===== src/rtl/usb_tx_encoder.sv =====
// USB full-speed transmit engine: one-deep byte hold, LSB-first shifter,
// bit stuffing after six ones, NRZI onto D+/D-, and EOP (SE0, SE0, J) at packet end.
module usb_tx_encoder #(
    parameter int CLKS_PER_BIT = 8
) (
    input  logic       clk,
    input  logic       n_rst,
    input  logic [7:0] tx_data,
    input  logic       tx_valid,
    input  logic       tx_last,
    output logic       tx_ready,
    output logic       d_plus,
    output logic       d_minus,
    output logic       transmitting,
    output logic       tx_underrun
);

    localparam int CW = (CLKS_PER_BIT > 1) ? $clog2(CLKS_PER_BIT) : 1;
    localparam logic [CW-1:0] LAST_CNT = CW'(CLKS_PER_BIT - 1);

    typedef enum logic [1:0] {
        IDLE,
        SEND,
        EOP
    } state_t;

    state_t        state;
    logic [CW-1:0] cnt;
    logic [2:0]    bit_idx;
    logic [2:0]    ones;
    logic [7:0]    shifter;
    logic          shift_last;
    logic [7:0]    hold_data;
    logic          hold_last;
    logic          hold_full;
    logic [1:0]    eop_idx;
    logic          level;

    logic          period_end;
    logic          need_stuff;
    logic          byte_done;
    logic          take;
    logic          accept;
    logic          nxt_bit;
    logic [2:0]    ones_base;
    logic [2:0]    emit_ones;
    logic          emit_level;

    assign period_end = (cnt == LAST_CNT);
    assign need_stuff = (ones == 3'd6);
    assign byte_done  = (state == SEND) && period_end && !need_stuff && (bit_idx == 3'd7);
    assign take       = hold_full && ((state == IDLE) || (byte_done && !shift_last));
    assign tx_ready   = !hold_full && (state != EOP);
    assign accept     = tx_valid && tx_ready;

    // Next data bit to put on the line and its NRZI/ones-count effect.
    // The shifter is indexed by bit_idx rather than physically shifted.
    always_comb begin
        nxt_bit   = shifter[bit_idx + 3'd1];
        ones_base = ones;
        if (state != SEND) begin
            nxt_bit   = hold_data[0];
            ones_base = '0;
        end else if (bit_idx == 3'd7) begin
            nxt_bit = hold_data[0];
        end
        emit_ones  = nxt_bit ? (ones_base + 3'd1) : 3'd0;
        emit_level = nxt_bit ? level : ~level;
    end

    always_ff @(posedge clk or negedge n_rst) begin
        if (!n_rst) begin
            hold_data <= '0;
            hold_last <= 1'b0;
            hold_full <= 1'b0;
        end else if (accept) begin
            hold_data <= tx_data;
            hold_last <= tx_last;
            hold_full <= 1'b1;
        end else if (take) begin
            hold_full <= 1'b0;
        end
    end

    always_ff @(posedge clk or negedge n_rst) begin
        if (!n_rst) begin
            state        <= IDLE;
            cnt          <= '0;
            bit_idx      <= '0;
            ones         <= '0;
            shifter      <= '0;
            shift_last   <= 1'b0;
            eop_idx      <= '0;
            level        <= 1'b1;
            d_plus       <= 1'b1;
            d_minus      <= 1'b0;
            transmitting <= 1'b0;
            tx_underrun  <= 1'b0;
        end else begin
            tx_underrun <= 1'b0;
            case (state)
                IDLE: begin
                    cnt     <= '0;
                    ones    <= '0;
                    level   <= 1'b1;
                    d_plus  <= 1'b1;
                    d_minus <= 1'b0;
                    if (hold_full) begin
                        state        <= SEND;
                        transmitting <= 1'b1;
                        shifter      <= hold_data;
                        shift_last   <= hold_last;
                        bit_idx      <= '0;
                        ones         <= emit_ones;
                        level        <= emit_level;
                        d_plus       <= emit_level;
                        d_minus      <= ~emit_level;
                    end
                end

                SEND: begin
                    cnt <= period_end ? '0 : cnt + CW'(1);
                    if (period_end) begin
                        if (need_stuff) begin
                            // Stuffed zero: toggle, clear count, data position unchanged.
                            ones    <= '0;
                            level   <= ~level;
                            d_plus  <= ~level;
                            d_minus <= level;
                        end else if (bit_idx != 3'd7) begin
                            bit_idx <= bit_idx + 3'd1;
                            ones    <= emit_ones;
                            level   <= emit_level;
                            d_plus  <= emit_level;
                            d_minus <= ~emit_level;
                        end else if (!shift_last && hold_full) begin
                            shifter    <= hold_data;
                            shift_last <= hold_last;
                            bit_idx    <= '0;
                            ones       <= emit_ones;
                            level      <= emit_level;
                            d_plus     <= emit_level;
                            d_minus    <= ~emit_level;
                        end else begin
                            state       <= EOP;
                            eop_idx     <= '0;
                            d_plus      <= 1'b0;
                            d_minus     <= 1'b0;
                            tx_underrun <= !shift_last;
                        end
                    end
                end

                EOP: begin
                    cnt <= period_end ? '0 : cnt + CW'(1);
                    if (period_end) begin
                        if (eop_idx == 2'd2) begin
                            state        <= IDLE;
                            transmitting <= 1'b0;
                        end else begin
                            eop_idx <= eop_idx + 2'd1;
                            if (eop_idx == 2'd1) begin
                                level   <= 1'b1;
                                d_plus  <= 1'b1;
                                d_minus <= 1'b0;
                            end
                        end
                    end
                end

                default: state <= IDLE;
            endcase
        end
    end

endmodule


===== config.mk =====
export PLATFORM = sky130hd
export DESIGN_NAME = usb_tx_encoder
export DESIGN_NICKNAME = d
export VERILOG_FILES = /design/src/rtl/usb_tx_encoder.sv
export SDC_FILE = /design/constraint.sdc
export NUM_CORES = 1
export LEC_CHECK = 0
export CORE_MARGIN = 1.5
export CORE_UTILIZATION = 50
export CTS_CLUSTER_SIZE = 24
export DETAILED_ROUTE_END_ITERATION = 12
export HOLD_SLACK_MARGIN = 0.08
export PLACE_DENSITY = 0.69
export SLEW_MARGIN = 10
export SYNTH_ARGS = -nofsm -noshare
export SYNTH_HDL_FRONTEND = slang
export SYNTH_SLANG_ARGS = --single-unit

===== constraint.sdc =====
create_clock -name clk -period 2.5 [get_ports clk]
set_input_delay 0.5 -clock clk [delete_from_list [all_inputs] [get_ports clk]]
set_output_delay 0.5 -clock clk [all_outputs]
set_load 0.02 [all_outputs]

==> key figures, run 1 <==
Run status
  – Status: complete, no violations

Worst setup path
  – R2R depth: 7
  – CP startpoint kind: register
  – Crit path depth: 7
  – Crit path capture type: register
  – Worst path required time: 2.67 ns
  – Cell mode on critical path: ha_1
  – Slowest-stage cell, CP: dfrtp_1
  – Crit Path Max Fanout: 8
  – CP top delay family: simple AND/OR/NAND/NOR gates
  – Worst Path Buf+Inv: 1
  – R2R setup slack: 0.20 ns
  – Crit path launch: bit_idx[0]
  – CP Data Arrival Time: 2.48 ns
  – CP Cell Sequence: ha_1, ha_1, inv_1, nor4_2, a2bb2oi_1, nor2b_1, mux2_2
  – CP Class: register to register
  – Max stage delay on crit path: 0.43 ns
  – Reg2reg start: bit_idx[0]

Final layout
  – Finished Cell Area: 2380 um2
  – Most frequent cells in the layout: dfrtp_1, nand2_1, mux2_2, clkdlybuf4s50_1, inv_1
  – Nets@finish: 238
  – # diodes: 0
  – Area added between synthesis and finish: 15.6%
  – Finished Core Util: 59.9%
  – Share of layout cells above drive strength 1: 17.2%
  – Commonest non-fill, non-tap cell in the layout: dfrtp_1

Yosys
  – Distinct cells, synth: 42
  – Syn Std Cell Area: 2060 um2
  – Seq/Total Area, Yosys: 45.1%
  – Prevailing post-synth register cell: dfrtp_1
  – Mapped Nets: 218
  – EDFF count, synth: 0
  – Yosys reg bits: 37
  – Syn Area/Cell: 10.6 um2
  – Cell taking the most area after synthesis: dfrtp_1
  – Synth warnings: 0
  – Synthesized instance count: 194
  – Synth top area share: 42.6%
  – Synth top area cells: dfrtp_1, mux2_2, ha_1
  – Post-synth ARST share: 100%

Global routing
  – Met1 usage in global routing: 26.6%
  – GRT met3 Usage: 5.00%
  – First-pass GRT wire length: 6600 um
  – Pin count of the biggest net entering global routing: 38
  – Vias in the first global route: 1,442
  – Antenna violations before repair: 0
  – Gr busiest metal: met2
  – Met2 usage: 30.9%
  – Total gr overflow: 0
  – GRT Util Overall: 19.8%

Clock tree
  – Clk_lat worst skew: 0.29 ns
  – CTS Buf Count: 5
  – CTS Buffer Depth: 2
  – CTS tree: yes
  – Sink Count: 37
  – Setup bufs post-CTS: 0
  – Post-CTS Resized: 0
  – Reg clk slew, reported paths: 0.08 ns
  – # H-tree levels: 2
  – Hold_buf cts: 0
  – Root Driver: clkbuf_8

Route
  – Vias: 1,553
  – DR iter-0 viols: 189
  – Vias per inst: 5.86
  – Antenna viol nets, final: 0
  – Drt wl/cell: 15.3 um
  – DRC Markers: 0
  – Total Wirelength: 4050 um
  – DRT Pass-1 Iters: 4

Timing
  – RSZ-0062 raised after global routing: false
  – Tightest Pin Transition: 0.791 ns
  – Max Slew Vio Count: 0
  – Final min period: 2.30 ns
  – Period utilization: 92.1%
  – Post-Route Setup TNS: 0 ns
  – Slew headroom: 47.3%
  – Final Setup Violations: 0
  – Hold Violations, Final: 0
  – Max Freq: 435 MHz
  – Worst-case clock skew: 0.00551 ns

Placement
  – Cell area after placement: 2270 um2
  – Placer Congestion: 0.968
  – Buffers added on ports: 16
  – HPWL Detailed: 2910 um

Power and ir drop
  – Cell-internal power: 1.68 mW
  – Gate power share: 45.0%
  – VDD IR max: 0.733 mV
  – Part of the power in registers: 38.7%
  – Clk pwr share: 16.3%
  – Leakage: 1.05 nW
  – PwrDens: 1140 nW/um2
  – NetSw: 1.04 mW
  – Sw Share: 38.1%

Floorplanning
  – Site row count: 23
  – I/O pin total: 17
  – Chip width: 67.2 um
  – Starting Density: 51.8%
  – Die ar.: 4510 um2
  – Die H: 67.2 um
  – Core area: 3970 um2

Hold path
  – Worst Hold Class: input port to async pin

Run
  – Maxcap violations: 0
## cell usage after synthesis, types with 3 or more instances
| library cell | count |
|---|---|
| nand3_1 | 5 |
| a22o_1 | 3 |
| nand2_1 | 21 |
| clkbuf_1 | 4 |
| nor2_1 | 5 |
| dfrtp_1 | 35 |
| nor3b_1 | 4 |
| mux2_2 | 18 |
| and2_1 | 3 |
| nand4_1 | 3 |
| o21ai_0 | 11 |
| nor2b_1 | 5 |
| ha_1 | 12 |
| inv_1 | 13 |
| a31o_2 | 3 |
| a21oi_1 | 8 |
| o22ai_1 | 4 |
## through the flow
step           setup slack, ns  power (mW)  cells  hold WS, ns
3_3_place_gp             0.228        2.22    257        0.475
2_1_floorplan            0.393        1.95    194        0.204
3_5_place_dp             0.162        2.28    257        0.475
6_report                 0.199        2.72    265        0.289
4_1_cts                  0.101        2.73    265        0.331
5_1_grt                 0.0273        2.91    265        0.351
## area by class of cell
cell class / instances / area, um2
Clock inverter: 2 / 13.8
Fill cell: 359 / 1590
Clock buffer: 6 / 82.6
Inverter: 13 / 48.8
Tap cell: 50 / 62.6
Sequential cell: 37 / 928
Multi-Input combinational cell: 138 / 1060
Timing Repair Buffer: 19 / 180
## registers in the layout, summed over array words and instances (netlist names)
register,count
state,2
transmitting,1
ones,3
shifter,8
hold_full,1
d_minus,1
tx_underrun,1
eop_idx,2
d_plus,1
cnt,3
hold_data,8
hold_last,1
shift_last,1
bit_idx,3
level,1
## path summary, 6_finish.rpt
| kind | endpoint |
|---|---|
| setup reg to reg | state[1] |
| max in group asynchronous | shifter[1] |
| min in group clk | d_plus |
| setup / recovery | state[1] |
| hold reg to reg | d_plus |
| hold / removal | d_minus |
## power groups by stage
stage / Combinational, mW / Clock [mW] / Sequential, mW
after detailed placement: 1.21 / 0 / 1.06
final: 1.22 / 0.443 / 1.05
after floorplan: 0.959 / 0 / 0.990
after CTS: 1.22 / 0.456 / 1.05
after global placement: 1.17 / 0 / 1.05
after global routing: 1.34 / 0.485 / 1.09
## logic make-up after synthesis
family	after synthesis	synth area share, %
fa+ha+maj	12	7.29
flops	37	45.1
compound gates	44	14.4
mux	23	14.5
simple gates	59	15.1
buf+inv	19	3.59
## routing by layer
layer / vias to the layer above / share of wire (%) / routed length [um]
met5: - / 0 / 0
met4: 0 / 1.7 / 68
met3: 7 / 4.0 / 163
met2: 35 / 47 / 1890
met1: 757 / 48 / 1930
li1: 754 / - / -
(Power assumes the default switching activity.)
==> run 2, diff against run 1 <==
- CTS_CLUSTER_SIZE: 24 -> not set
==> results of run 2 <==
The final DEF is identical to that of run 1; final timing and power are the same.
